$ cat config.mk
export PLATFORM = sky130hd
export DESIGN_NAME = dma_mem_ctl
export DESIGN_NICKNAME = d
export VERILOG_FILES = /design/src/rtl/ngs_pkg.sv /design/src/rtl/dma_mem_ctl_busak_sync.sv /design/src/rtl/dma_mem_ctl.sv
export SDC_FILE = /design/constraint.sdc
export NUM_CORES = 1
export LEC_CHECK = 0
export ABC_AREA = 1
export CORE_ASPECT_RATIO = 2
export CORE_MARGIN = 2
export CORE_UTILIZATION = 65
export DETAILED_ROUTE_END_ITERATION = 8
export DONT_BUFFER_PORTS = 1
export GPL_ROUTABILITY_DRIVEN = 0
export HOLD_SLACK_MARGIN = 0.06
export PLACE_DENSITY = 0.82
export SETUP_SLACK_MARGIN = 0.3
export SYNTH_ARGS = -nofsm -noshare
export SYNTH_HDL_FRONTEND = slang
export SYNTH_SLANG_ARGS = --single-unit
$ cat constraint.sdc
create_clock -name clk -period 3 [get_ports clk]
set_input_delay 0.6 -clock clk [delete_from_list [all_inputs] [get_ports clk]]
set_output_delay 0.6 -clock clk [all_outputs]
set_load 0.03 [all_outputs]
$ cat src/rtl/ngs_pkg.sv
// Shared NGS memory-bus definitions: DMA FSM encoding, physical address width
// and the RAM chip-select decoder.
package ngs_pkg;

  localparam int PHYS_AW = 22;

  typedef enum logic [2:0] {
    IDLE = 3'd0,
    REQ  = 3'd1,
    RD   = 3'd2,
    WS   = 3'd3,
    WP   = 3'd4,
    WH   = 3'd5,
    REL  = 3'd6,
    FIN  = 3'd7
  } dma_state_e;

  function automatic logic [3:0] cs_dec(input logic [1:0] chip);
    logic [3:0] cs;
    cs       = 4'hF;
    cs[chip] = 1'b0;
    return cs;
  endfunction

endpackage

$ cat src/rtl/dma_mem_ctl_busak_sync.sv
// Two-flop synchroniser for the Z80 busak_n line; resets to the released (1) level.
module busak_sync (
  input  logic clk,
  input  logic rst,
  input  logic async_i,
  output logic sync_o
);

  logic meta_q;
  logic sync_q;

  always_ff @(posedge clk) begin
    if (rst) begin
      meta_q <= 1'b1;
      sync_q <= 1'b1;
    end else begin
      meta_q <= async_i;
      sync_q <= meta_q;
    end
  end

  assign sync_o = sync_q;

endmodule

$ cat src/rtl/dma_mem_ctl.sv
// Z80-bus block-copy DMA: takes the bus, copies len bytes src->dst, releases it.
// Optional macro DMA_YIELD_EN gives the bus back to the Z80 every YIELD bytes.
module dma_mem_ctl
  import ngs_pkg::*;
#(
  parameter int RD_CYC = 2,
  parameter int WR_CYC = 2
`ifdef DMA_YIELD_EN
  ,
  parameter int YIELD  = 256
`endif
) (
  input  logic               clk,
  input  logic               rst,
  input  logic               start,
  input  logic [PHYS_AW-1:0] src,
  input  logic [PHYS_AW-1:0] dst,
  input  logic [15:0]        len,
  output logic               busy,
  output logic               done,
  output logic               busrq_n,
  input  logic               busak_n,
  output logic               bus_own,
  output logic [19:0]        mem_a,
  output logic [3:0]         ramcs_n,
  output logic               memoe_n,
  output logic               memwe_n,
  input  logic [7:0]         d_in,
  output logic [7:0]         d_out,
  output logic               d_oe
);

  localparam logic [7:0] RD_LAST = 8'(RD_CYC - 1);
  localparam logic [7:0] WR_LAST = 8'(WR_CYC - 1);

  dma_state_e         state_q, state_d;
  logic [PHYS_AW-1:0] src_q, src_d, dst_q, dst_d;
  logic [15:0]        len_q, len_d;
  logic [7:0]         wcnt_q, wcnt_d;
  logic [7:0]         data_q, data_d;
  logic               done_q, done_d;
  logic               busak_s;

`ifdef DMA_YIELD_EN
  localparam logic [15:0] YIELD_LAST = 16'(YIELD - 1);
  localparam logic [7:0]  GAP_CYC    = 8'd4;
  logic [15:0] ycnt_q, ycnt_d;
  logic        yld_q, yld_d;
`endif

  busak_sync u_busak_sync (
    .clk    (clk),
    .rst    (rst),
    .async_i(busak_n),
    .sync_o (busak_s)
  );

  always_ff @(posedge clk) begin
    if (rst) begin
      state_q <= IDLE;
      src_q   <= '0;
      dst_q   <= '0;
      len_q   <= '0;
      wcnt_q  <= '0;
      data_q  <= '0;
      done_q  <= 1'b0;
`ifdef DMA_YIELD_EN
      ycnt_q  <= '0;
      yld_q   <= 1'b0;
`endif
    end else begin
      state_q <= state_d;
      src_q   <= src_d;
      dst_q   <= dst_d;
      len_q   <= len_d;
      wcnt_q  <= wcnt_d;
      data_q  <= data_d;
      done_q  <= done_d;
`ifdef DMA_YIELD_EN
      ycnt_q  <= ycnt_d;
      yld_q   <= yld_d;
`endif
    end
  end

  always_comb begin
    state_d = state_q;
    src_d   = src_q;
    dst_d   = dst_q;
    len_d   = len_q;
    wcnt_d  = wcnt_q;
    data_d  = data_q;
    done_d  = 1'b0;
`ifdef DMA_YIELD_EN
    ycnt_d  = ycnt_q;
    yld_d   = yld_q;
`endif
    unique case (state_q)
      IDLE: begin
        wcnt_d = '0;
        if (start) begin
          if (len != 16'd0) begin
            src_d   = src;
            dst_d   = dst;
            len_d   = len;
            state_d = REQ;
`ifdef DMA_YIELD_EN
            ycnt_d  = '0;
`endif
          end else begin
            state_d = FIN;
          end
        end
      end
      REQ: begin
        wcnt_d = '0;
        if (!busak_s) state_d = RD;
      end
      RD: begin
        if (wcnt_q == RD_LAST) begin
          data_d  = d_in;
          wcnt_d  = '0;
          state_d = WS;
        end else begin
          wcnt_d = wcnt_q + 8'd1;
        end
      end
      WS: begin
        wcnt_d  = '0;
        state_d = WP;
      end
      WP: begin
        if (wcnt_q == WR_LAST) begin
          wcnt_d  = '0;
          state_d = WH;
        end else begin
          wcnt_d = wcnt_q + 8'd1;
        end
      end
      WH: begin
        src_d = src_q + 1'b1;
        dst_d = dst_q + 1'b1;
        len_d = len_q - 16'd1;
        if (len_q == 16'd1) begin
          state_d = REL;
        end else begin
`ifdef DMA_YIELD_EN
          if (ycnt_q == YIELD_LAST) begin
            ycnt_d  = '0;
            yld_d   = 1'b1;
            state_d = REL;
          end else begin
            ycnt_d  = ycnt_q + 16'd1;
            state_d = RD;
          end
`else
          state_d = RD;
`endif
        end
      end
      REL: begin
`ifdef DMA_YIELD_EN
        // On a yield, wcnt counts the idle cycles granted to the Z80 once it has the bus back.
        if (yld_q) begin
          if (wcnt_q != 8'd0) begin
            if (wcnt_q == GAP_CYC) begin
              yld_d   = 1'b0;
              wcnt_d  = '0;
              state_d = REQ;
            end else begin
              wcnt_d = wcnt_q + 8'd1;
            end
          end else if (busak_s) begin
            wcnt_d = 8'd1;
          end
        end else if (busak_s) begin
          state_d = FIN;
        end
`else
        if (busak_s) state_d = FIN;
`endif
      end
      FIN: begin
        done_d  = 1'b1;
        state_d = IDLE;
      end
      default: state_d = IDLE;
    endcase
  end

  always_comb begin
    busy    = (state_q != IDLE);
    busrq_n = 1'b1;
    bus_own = 1'b0;
    mem_a   = '0;
    ramcs_n = 4'hF;
    memoe_n = 1'b1;
    memwe_n = 1'b1;
    d_oe    = 1'b0;
    unique case (state_q)
      REQ: busrq_n = 1'b0;
      RD: begin
        busrq_n = 1'b0;
        bus_own = 1'b1;
        mem_a   = src_q[19:0];
        ramcs_n = cs_dec(src_q[21:20]);
        memoe_n = 1'b0;
      end
      WS, WP, WH: begin
        busrq_n = 1'b0;
        bus_own = 1'b1;
        mem_a   = dst_q[19:0];
        ramcs_n = cs_dec(dst_q[21:20]);
        memwe_n = (state_q != WP);
        d_oe    = 1'b1;
      end
      default: ;
    endcase
  end

  assign done  = done_q;
  assign d_out = data_q;

endmodule

* Word-level counts from Yosys, hierarchy flattened
Index checks and enable logic that the tools add are counted.
** Word-level totals
- Output and inout bits :: 39
- Word-level logic and storage cells :: 81
- Register bits :: 82
** Operators by class
- Reductions and logical operators :: 15
- $add $sub $neg :: 4
- Eq/ne operators :: 16
- $lt $le $gt $ge :: 4
- Multiplexer cells :: 31
- Bitwise gates (word level) :: 2
** Operators with widths (number)
- 2-to-1 mux 22 bit :: 4
- case mux 22 bit (2 select lines) :: 2
- adder 22 x 1 -> 22 bit (second input constant) :: 2
- case mux 20 bit (2 select lines) :: 1
- 2-to-1 mux 16 bit :: 2
- case mux 16 bit (2 select lines) :: 1
- case mux 3 bit (8 select lines) :: 1
- 2-to-1 mux 3 bit :: 7
- equality test 16 x 1 -> 1 bit (second input constant) :: 1
- case mux 8 bit (2 select lines) :: 1
- nonzero test 16 bit :: 1
- subtractor 16 x 1 -> 16 bit (second input constant) :: 1
- equality test 3 bit (second input constant) :: 4
- != test 2 bit (second input constant) :: 5
- adder 8 x 1 -> 8 bit (second input constant) :: 1
- equality test 8 x 1 -> 1 bit (second input constant) :: 1
- 2-to-1 mux 1 bit :: 8
- 2-to-1 mux 8 bit :: 1
- inverter 4 bit :: 2
- case mux 4 bit (2 select lines) :: 1
- equality test 3 x 2 -> 1 bit (second input constant) :: 2
- less-than comparator 2 x 3 -> 1 bit (second input constant) :: 2
- OR reduction 3 bit :: 2
- AND reduction 5 bit :: 1
- 14 further kinds :: 18

* Depth between registers and ports, before layout
Gate-level depths: netlist of the first run.
- Word-level depth :: 6
- Depth in mapped cells :: 10

* Cells and area by module
From an unflattened synthesis of the first run, not the netlist that was laid out.
** Second synthesis, totals
- Cells, all modules :: 1002
- Area, all modules :: 5779.3 um^2
** By module, submodules not included
- dma_mem_ctl :: area each 5720.5 um^2, cells each 995, times used 1, sequential area each 1601.5 um^2
- busak_sync :: area each 58.8 um^2, cells each 7, times used 1, sequential area each 40.0 um^2

* Worst setup path after synthesis of the first run
Ideal clock, no wire load.
- Path type :: register to output
- Start :: register state_q[0]
- End :: output busrq_n
- Buffers on the path :: 0
- Arrival time :: 2.124 ns
- Stages on the path, launching flop included :: 7
- Slack :: 0.276 ns
- Cell sequence :: dfxtp_1 -> nor2_4 -> nand2_1 -> nand3_2 -> clkinv_1 -> nand2_1 -> nor2_1
** Between the ends
- Longest elaborated chain between the ends :: 3
** Ends and longest elaborated chain
- start: declaration :: line dma_mem_ctl.sv:36 : dma_state_e state_q, state_d;
- start signal: assignment :: line dma_mem_ctl.sv:72 : state_q <= state_d;
- equality test 3 x 2 -> 1 bit (tied with other cells) :: line dma_mem_ctl.sv:200 : unique case (state_q)
- OR reduction 5 bit (no line) *
- 2-to-1 mux 1 bit * :: line dma_mem_ctl.sv:200
- end: declaration :: line dma_mem_ctl.sv:21 : output logic busrq_n,
Mark *: on every way between the ends. The rest lies on a longest branch, timed or not.

* Final worst setup path of the first run
- Start :: register state_q[1]
- End :: output mem_a[2]
** Between the ends
- Longest elaborated chain between the ends :: 3
** Ends and longest elaborated chain
- equality test 3 x 2 -> 1 bit / equality test 3 bit (equally long branches) :: line dma_mem_ctl.sv:200
- OR reduction 3 bit
- case mux 20 bit (2 select lines) * :: line dma_mem_ctl.sv:200
- end: declaration :: line dma_mem_ctl.sv:24 : output logic [19:0] mem_a,
Marked as above.

==> impl_metrics.yaml, run 1 <==
pwr:
  share_comb_of_total_power_pct: 53.3
  seqPwrFrac_pct: 30.3
  swShare_pct: 52.0
  leakage_nw: 2.48
  ir_worst_vdd_uv: 952
  clkPwrFrac_pct: 16.3
  switchingPower_mw: 3.37
  internal_power_mw: 3.11
  power_density_nw_per_um2: 1050
grt:
  antenna_found_initial: 0
  first_global_vias: 6161
  grt.overflow.total: 0
  grt_pass1_wl_mm: 27.9
  grt_usage_pct: 36.8
  grt_max_degree: 62
sta:
  skew_ps: 7.43
  timing.slew.headroom_pct: 54.8
  fmax_mhz: 388
  timing_hold_violations_final: 0
  setup_viol_count_final: 0
  layout_min_cycle_time_ps: 2580
  slew_violations: 0
  finalCritPeriodShare_pct: 85.9
  max_slew.worst_pin.slew_ps: 672
  fin_tns_setup_ps: 0
  rsz0062_at_grt: "false"
logic_synthesis:
  ys_types: 43
  synth_top_cell_by_area: "dfxtp_1"
  ys_async_sr_fraction_pct: 0
  syn_nets: 1037
  syn_area_um2: 5650
  avgSynthCellArea_um2: 5.89
  netlist_instances: 959
  synth.area.top_cells: "dfxtp_1 29%, nand2_1 17%, nor2_1 9.7%, nand3_1 7.1%, a21oi_1 5.9%"
  yosys_warnings: 0
  synth-edff-count: 0
  yosys_most_used_dff: "dfxtp_1"
  ys_ff_latch: 82
  synth_top_area_share_pct: 29.1
  ys_seq_area_share_pct: 29.1
routing:
  drt_first_pass_iters: 7
  drt-total-wl_mm: 18.0
  wl_per_cell_um: 16.7
  drc: 0
  num_vias: 6543
  final_antenna_net_count: 0
  drtIter0Drc: 587
  vias_per_cell: 6.10
clocking:
  cts_tree: "done"
  cts.htree.levels: 3
  cts_inserted_buffers: 9
  cts.sinks: 82
  clock-root-buffer: "clkbuf_16"
  cts_buffer_depth: 2
  insertion_delay_ps: 350
  clk_pin_slew_ps: 60
  post_cts_buffers: 0
outcome:
  status: "finished, final reports clean"
layout:
  layout_common_cells: "259 x nand2_1, 144 x nor2_1, 88 x inv_1, 81 x dfxtp_1, 79 x nand3_1"
  final_common_cell: "nand2_1"
  nets: 1045
  fillers: 764
  drive_above_1_share_pct: 9.26
  fin_cells: 1072
  fin_util_pct: 72.5
  diodes: 0
  syn_to_final_growth_pct: 9.51
floorplan:
  die-area_um2: 9490
  pin_count: 111
  fp-row-count: 48
  coreArea_um2: 8530
  chipHeight_um: 136
  start_util_pct: 66.2
  dieWidth_um: 69.9
worst_setup_path:
  crit_path_end_kind: "primary output"
  cp_max_fo: 20
  arrival_ps: 1980
  r2r-end: "dst_q[5]$_SDFFE_PP0P_"
  rrSetupSlack_ps: 470
  reg2reg_depth: 10
  r2r_start: "state_q[1]$_SDFFE_PP0P_"
  required_ps: 2400
  crit_start: "state_q[1]$_SDFFE_PP0P_"
  crit_path_start_kind: "flip-flop"
  crit_type: "flip-flop to primary output"
min_path:
  hold_class: "primary input to flip-flop"
  whs_path_depth: 1
  hold_start: "rst"
  hold_end: "len_q[7]$_SDFFE_PP0P_"
placement:
  dp_cells: 1055
  dpl.hpwl_mm: 13.1
  numPortBuffers: 0
run:
  cap_violations: 0
-- synth_stat cells, types with 2 or more instances --
cell type  number
nand2_1       261
nor2_1        146
inv_1          88
dfxtp_1        82
nand3_1        80
a21oi_1        67
o21ai_0        52
or2_2          22
o21ai_1        21
buf_2          20
nor3_1         17
o22ai_1        17
nand4_1        13
or2_0          13
clkbuf_1        9
ha_1            6
buf_1           3
buf_6           3
inv_2           3
nand3b_1        3
nor3b_1         3
a211oi_1        2
and2_1          2
buf_4           2
mux2i_1         2
nor4_1          2
o21a_1          2
xnor2_1         2
xor2_1          2
-- area by class of cell --
class                      instances  area [um^2]  share of cell area [%]
clock buffer                      10          239                    3.86
clock inverter                     6         42.5                   0.688
inverter                          92          350                    5.67
multi-input combinational        748         3520                    56.9
sequential                        82         1640                    26.6
tap                              100          125                    2.02
timing repair buffer              34          268                    4.33
-- kinds of logic after synthesis --
family	Yosys count	share of synthesized area, %
AND/OR/NAND/NOR	567	43.1
AO/OA/AOI/OAI	167	15.7
buffers and inverters	130	9.64
flip-flops	82	29.1
adder cells (fa/ha/maj)	6	1.33
XOR/XNOR	4	0.621
multiplexers	3	0.554
-- per-stage QoR --
stage	setup slack [ps]	instance area [um^2]	total power, mW	hold slack [ps]
final	424	6180	6.48	319
after CTS	327	6150	6.36	313
after detailed placement	194	5850	5.26	410
after global routing	251	6180	6.86	313
after floorplan	377	5650	4.38	389
after global placement	326	5850	5.14	397
-- per-layer routing --
layer	part of all wire [%]	global-route usage, %	up-vias
met5	0	0	-
met4	8.4	29.9	0
met3	8.2	6.38	113
met2	50	65.7	376
met1	34	36.6	2922
li1	-	-	3132
-- power by group through the flow --
stage	sequential [mW]	clock (mW)	combinational, mW
final	1.96	1.06	3.46
after global routing	2.01	1.09	3.76
after CTS	1.93	1.07	3.37
after detailed placement	1.95	0	3.31
after global placement	1.94	0	3.20
after floorplan	1.83	0	2.56
-- flip-flops by register name, indices dropped and copies added (netlist names) --
| name | flops |
|---|---|
| wcnt_q | 8 |
| d_out | 8 |
| u_busak_sync.sync_o | 1 |
| len_q | 16 |
| done | 1 |
| src_q | 22 |
| u_busak_sync.meta_q | 1 |
| dst_q | 22 |
| state_q | 3 |
-- worst max-delay path by stage --
stage	endpoint	slack, ps	depth (start not counted)
floorplan	mem_a[18]	380	5
global placement	ramcs_n[3]	330	6
detailed placement	ramcs_n[1]	190	6
CTS	mem_a[17]	330	6
global route	src_q[5]$_SDFFE_PP0P_	250	10
finish	mem_a[2]	420	5
-- worst max-delay path, cell delays in order (launching register included) --
cell and delay [ps]:
dfxtp_1 420, inv_1 180, nor2_2 230, nand2_4 200, o21ai_0 360, buf_4 230
-- timing repair --
item | 4_1_cts | 5_1_grt
resized for setup | 6 | 5
cloned | 0 | 1
hold buffers | 0 | 0
pin swaps | 0 | 1
setup endpoints to repair | 26 | 10
Note: power is estimated with default switching activity, not from simulation.
==> inputs of run 2 (changes only) <==
--- a/config.mk
+++ b/config.mk
@@ -7,7 +7,6 @@
 export LEC_CHECK = 0
 export ABC_AREA = 1
 export CORE_ASPECT_RATIO = 2
-export CORE_MARGIN = 2
 export CORE_UTILIZATION = 65
 export DETAILED_ROUTE_END_ITERATION = 8
 export DONT_BUFFER_PORTS = 1
==> run 2 against run 1 <==
Net effect: critical path depth up 1; fmax about the same; worst setup slack worse by 0.95 ps; sequential share of layout area about the same; combinational power down 1%; global-route usage up 4.1 points; register-to-register slack better by 250 ps; worst hold slack worse by 0.57 ps; clock skew up 1.7 ps; utilization up 1.7 points; non-clock buffer count unchanged; critical path type unchanged; critical endpoint is now mem_a[4]; largest power group unchanged.
==> impl_metrics.yaml, run 2 (synthesis gave the netlist of run 1 again) <==
routing:
  drt-total-wl_mm: 17.9
  wl_per_cell_um: 16.8
  num_vias: 6556
  drt_first_pass_iters: 5
  drtIter0Drc: 809
  vias_per_cell: 6.13
  drc: 0
  final_antenna_net_count: 0
worst_setup_path:
  path_cells: "inv_1 > nor2_2 > nand2_2 > buf_4 > o21ai_0 > buf_4"
  path_common_cell: "buf_4"
  worstSetupPathDepth: 6
  slowest_delay_ps: 400
  arrival_ps: 1980
  cp_top_family: "buffers and inverters"
  required_ps: 2400
  rrSetupSlack_ps: 720
  slowest_stage: "dfxtp_1"
  r2r_start: "state_q[1]$_SDFFE_PP0P_"
  crit_type: "flip-flop to primary output"
  cp_max_fo: 15
  crit_path_end_kind: "primary output"
  reg2reg_depth: 10
  crit_path_start_kind: "flip-flop"
  r2r-end: "src_q[19]$_SDFFE_PP0P_"
  path_buf_inv: 3
floorplan:
  pin_count: 111
  chipHeight_um: 134
  fp-row-count: 47
  start_util_pct: 67.6
  coreArea_um2: 8350
  dieWidth_um: 67.9
  die-area_um2: 9090
sta:
  timing.hold.ws_ps: 319
  setup_viol_count_final: 0
  slew_violations: 0
  timing_hold_violations_final: 0
  skew_ps: 9.17
  finalCritPeriodShare_pct: 85.9
  fin_tns_setup_ps: 0
  timing.slew.headroom_pct: 51.1
  max_slew.worst_pin.slew_ps: 733
  layout_min_cycle_time_ps: 2580
  rsz0062_at_grt: "false"
  fmax_mhz: 388
layout:
  diodes: 0
  drive_above_1_share_pct: 8.86
  layout_common_cells: "259 x nand2_1, 144 x nor2_1, 88 x inv_1, 81 x dfxtp_1, 80 x nand3_1"
  fin_cells: 1069
  final_common_cell: "nand2_1"
  nets: 1044
  syn_to_final_growth_pct: 9.68
  reg.largest.list: "dst_q: 22 flops, src_q: 22 flops, len_q: 16 flops"
  fin_area_um2: 6190
placement:
  dpl.hpwl_mm: 13.1
  numPortBuffers: 0
  dp_cells: 1053
  place_area_um2: 5860
clocking:
  cts-resized-gates: 1
  cts.htree.levels: 3
  cts_inserted_buffers: 9
  hold_buffers: 0
  cts_buffer_depth: 2
  post_cts_buffers: 0
  insertion_delay_ps: 350
  clk_pin_slew_ps: 60
  clock-root-buffer: "clkbuf_16"
  cts.sinks: 82
  cts_tree: "done"
pwr:
  leakage_nw: 2.49
  power_density_nw_per_um2: 1070
  ir_worst_vdd_uv: 840
grt:
  gr-usage-met2_pct: 68.6
  grt_usage_pct: 41.0
  antenna_found_initial: 0
  first_global_vias: 6025
  grt_max_degree: 51
  grt.overflow.total: 0
  busiest_layer: "met2"
  grt_pass1_wl_mm: 28.1
  grtUsageMet3_pct: 10.1
  met1_usage_pct: 42.6
outcome:
  status: "finished, final reports clean"
min_path:
  hold_end: "len_q[9]$_SDFFE_PP0P_"
  hold_class: "primary input to flip-flop"
  hold_start: "rst"
  whs_path_depth: 1
run:
  cap_violations: 0
-- run 2: stage by stage --
step           setup slack, ps  utilization [%]  power, mW
5_1_grt                    328             74.2       7.03
4_1_cts                    303             74.0       6.49
3_3_place_gp               575             70.2       5.17
6_report                   423             74.2       6.60
3_5_place_dp               430             70.2       5.27
2_1_floorplan              377                -       4.38
-- run 2: cell type report --
type                    instances  area (um^2)
multi-input cells             747         3480
fillers                       705         2160
flip-flops and latches         82         1640
inverters                      92          348
repair buffers                 34          280
clock buffers                  12          246
well taps                      98          123
clock inverters                 4         75.1
-- run 2: power breakdown --
group          switching [mW]  leakage, nW  internal (mW)  total [mW]
logic                    2.35         1.67           1.06        3.41
clock network           0.463        0.149          0.753        1.22
registers               0.499        0.674           1.47        1.97
-- run 2: worst reg2reg max path: cells and delay by family (launching register included) --
family          cells  cell delay [ps]
buf+inv             5             1130
compound gates      1               60
flops               1              400
simple gates        4              580
-- run 2: routing by layer --
| metal | vias to the layer above | wire (um) |
|---|---|---|
| met5 | - | 0 |
| met4 | 0 | 1320 |
| met3 | 94 | 1510 |
| met2 | 356 | 9000 |
| met1 | 2976 | 6070 |
| li1 | 3130 | - |
-- run 2: worst max path at each step --
stage                             from  slack, ps    endpoint
2_1_floorplan  state_q[0]$_SDFFE_PP0P_        380   mem_a[18]
3_3_place_gp   state_q[0]$_SDFFE_PP0P_        570  ramcs_n[0]
3_5_place_dp   state_q[0]$_SDFFE_PP0P_        430  ramcs_n[1]
4_1_cts        state_q[1]$_SDFFE_PP0P_        300    mem_a[4]
5_1_grt        state_q[1]$_SDFFE_PP0P_        330    mem_a[4]
6_report       state_q[1]$_SDFFE_PP0P_        420    mem_a[4]
==> inputs of run 3 (changes only) <==
--- a/config.mk
+++ b/config.mk
@@ -6,13 +6,16 @@
 export NUM_CORES = 1
 export LEC_CHECK = 0
 export ABC_AREA = 1
+export CELL_PAD_IN_SITES_DETAIL_PLACEMENT = 1
+export CELL_PAD_IN_SITES_GLOBAL_PLACEMENT = 1
 export CORE_ASPECT_RATIO = 2
-export CORE_UTILIZATION = 65
+export CORE_UTILIZATION = 47
 export DETAILED_ROUTE_END_ITERATION = 8
 export DONT_BUFFER_PORTS = 1
 export GPL_ROUTABILITY_DRIVEN = 0
 export HOLD_SLACK_MARGIN = 0.06
-export PLACE_DENSITY = 0.82
+export PLACE_DENSITY = 0.87
+export RECOVER_POWER = 100
 export SETUP_SLACK_MARGIN = 0.3
 export SYNTH_ARGS = -nofsm -noshare
 export SYNTH_HDL_FRONTEND = slang
==> run 3 against run 2 <==
Net effect: critical path depth is the same; die area grew 37%; fmax shrank 7.7%; global-route usage shrank 6.3 points; non-clock buffer count grew 4; register-to-register slack lost 340 ps; critical path type unchanged.
==> impl_metrics.yaml, run 3 (synthesis gave the netlist of run 1 again) <==
clocking:
  clk_pin_slew_ps: 70
  insertion_delay_ps: 350
  cts_inserted_buffers: 9
  cts_tree: "done"
  cts_buffer_depth: 2
  clock-root-buffer: "clkbuf_16"
  cts.htree.levels: 3
  cts.sinks: 82
grt:
  antenna_found_initial: 0
  grt.overflow.total: 0
  grt_usage_pct: 34.6
  grt_max_degree: 50
  grt_pass1_wl_mm: 33.2
  first_global_vias: 6745
placement:
  place_area_um2: 5940
  numPortBuffers: 0
  dpl.hpwl_mm: 15.5
sta:
  layout_min_cycle_time_ps: 2790
  rsz0062_at_grt: "true"
  slew_violations: 0
  finalCritPeriodShare_pct: 93.1
  timing.slew.headroom_pct: 44.1
  max_slew.worst_pin.slew_ps: 838
  fmax_mhz: 358
  skew_ps: 8.39
  setup_viol_count_final: 0
  fin_tns_setup_ps: 0
  timing_hold_violations_final: 0
pwr:
  ir_worst_vdd_uv: 722
  leakage_nw: 2.49
  power_density_nw_per_um2: 1090
worst_setup_path:
  crit_path_end_kind: "primary output"
  arrival_ps: 2190
  required_ps: 2400
  crit_type: "flip-flop to primary output"
  reg2reg_depth: 8
  rrSetupSlack_ps: 380
  r2r-end: "len_q[14]$_SDFFE_PP0P_"
  crit_path_start_kind: "flip-flop"
  cp_max_fo: 18
  r2r_start: "state_q[2]$_SDFFE_PP0P_"
routing:
  wl_per_cell_um: 18.8
  drc: 0
  drt-total-wl_mm: 21.1
  final_antenna_net_count: 0
  num_vias: 6608
  drt_first_pass_iters: 5
  vias_per_cell: 5.90
  drtIter0Drc: 294
min_path:
  whs_path_depth: 1
  hold_class: "primary input to flip-flop"
  hold_start: "rst"
  hold_end: "src_q[14]$_SDFFE_PP0P_"
layout:
  nets: 1048
  diodes: 0
  final_common_cell: "nand2_1"
  fin_area_um2: 6250
  layout_common_cells: "261 x nand2_1, 145 x nor2_1, 89 x inv_1, 82 x dfxtp_1, 80 x nand3_1"
  syn_to_final_growth_pct: 10.7
  reg.largest.list: "dst_q: 22 flops, src_q: 22 flops, len_q: 16 flops"
  drive_above_1_share_pct: 8.10
floorplan:
  die-area_um2: 12500
  coreArea_um2: 11700
  fp-row-count: 56
  start_util_pct: 48.3
  pin_count: 111
  dieWidth_um: 79.5
  chipHeight_um: 157
run:
  cap_violations: 0
outcome:
  status: "finished, final reports clean"
run 3: layout make-up:
type | count | area, um^2
Clock buffer | 9 | 225
Clock inverter | 7 | 124
Fill cell | 1678 | 5450
Inverter | 92 | 347
Multi-Input combinational cell | 747 | 3470
Sequential cell | 82 | 1640
Tap cell | 145 | 181
Timing Repair Buffer | 38 | 262
run 3: report_power, final:
group / switching (mW) / internal [mW]
sequential: 0.518 / 1.47
combinational: 2.47 / 1.01
clock: 0.509 / 0.823
run 3: critical path, stage by stage (launching register included):
cell and delay (ps):
dfxtp_1 360, inv_1 310, nand3_1 200, nand3_2 140
clkinv_2 230, o22ai_1 270, clkbuf_1 340
run 3: repair_timing:
action / CTS / global route
hold buffers: 0 / 0
buffers inserted: 0 / 0
resized for setup: 2 / 3
endpoints found under the setup margin: 22 / 15
pin swaps: 0 / 0
cloned: 0 / 0
run 3: layer usage:
layer / GRT usage, % / up-vias / wire (um)
met5: 0 / - / 0
met4: 23.2 / 0 / 1430
met3: 6.32 / 92 / 1050
met2: 63.5 / 236 / 11100
met1: 34.2 / 3141 / 7500
li1: - / 3139 / -
run 3: worst max-delay path by stage:
| stage | endpoint | depth (start not counted) | from | slack (ps) |
|---|---|---|---|---|
| floorplan | mem_a[18] | 5 | state_q[0]$_SDFFE_PP0P_ | 380 |
| global route | ramcs_n[1] | 7 | state_q[2]$_SDFFE_PP0P_ | 150 |
| detailed placement | mem_a[4] | 6 | state_q[1]$_SDFFE_PP0P_ | 560 |
| CTS | mem_a[4] | 6 | state_q[1]$_SDFFE_PP0P_ | 310 |
| global placement | mem_a[4] | 6 | state_q[1]$_SDFFE_PP0P_ | 640 |
| finish | mem_a[7] | 6 | state_q[2]$_SDFFE_PP0P_ | 210 |
run 3: stage by stage:
stage	std cells	setup slack, ps	power [mW]	utilization [%]	hold WS [ps]
CTS	1120	315	6.82	53.8	307
finish	1120	206	6.80	53.4	319
floorplan	959	377	4.38	-	389
global route	1120	154	7.22	53.4	309
global placement	1104	637	5.27	50.7	426
detailed placement	1104	558	5.41	50.7	437
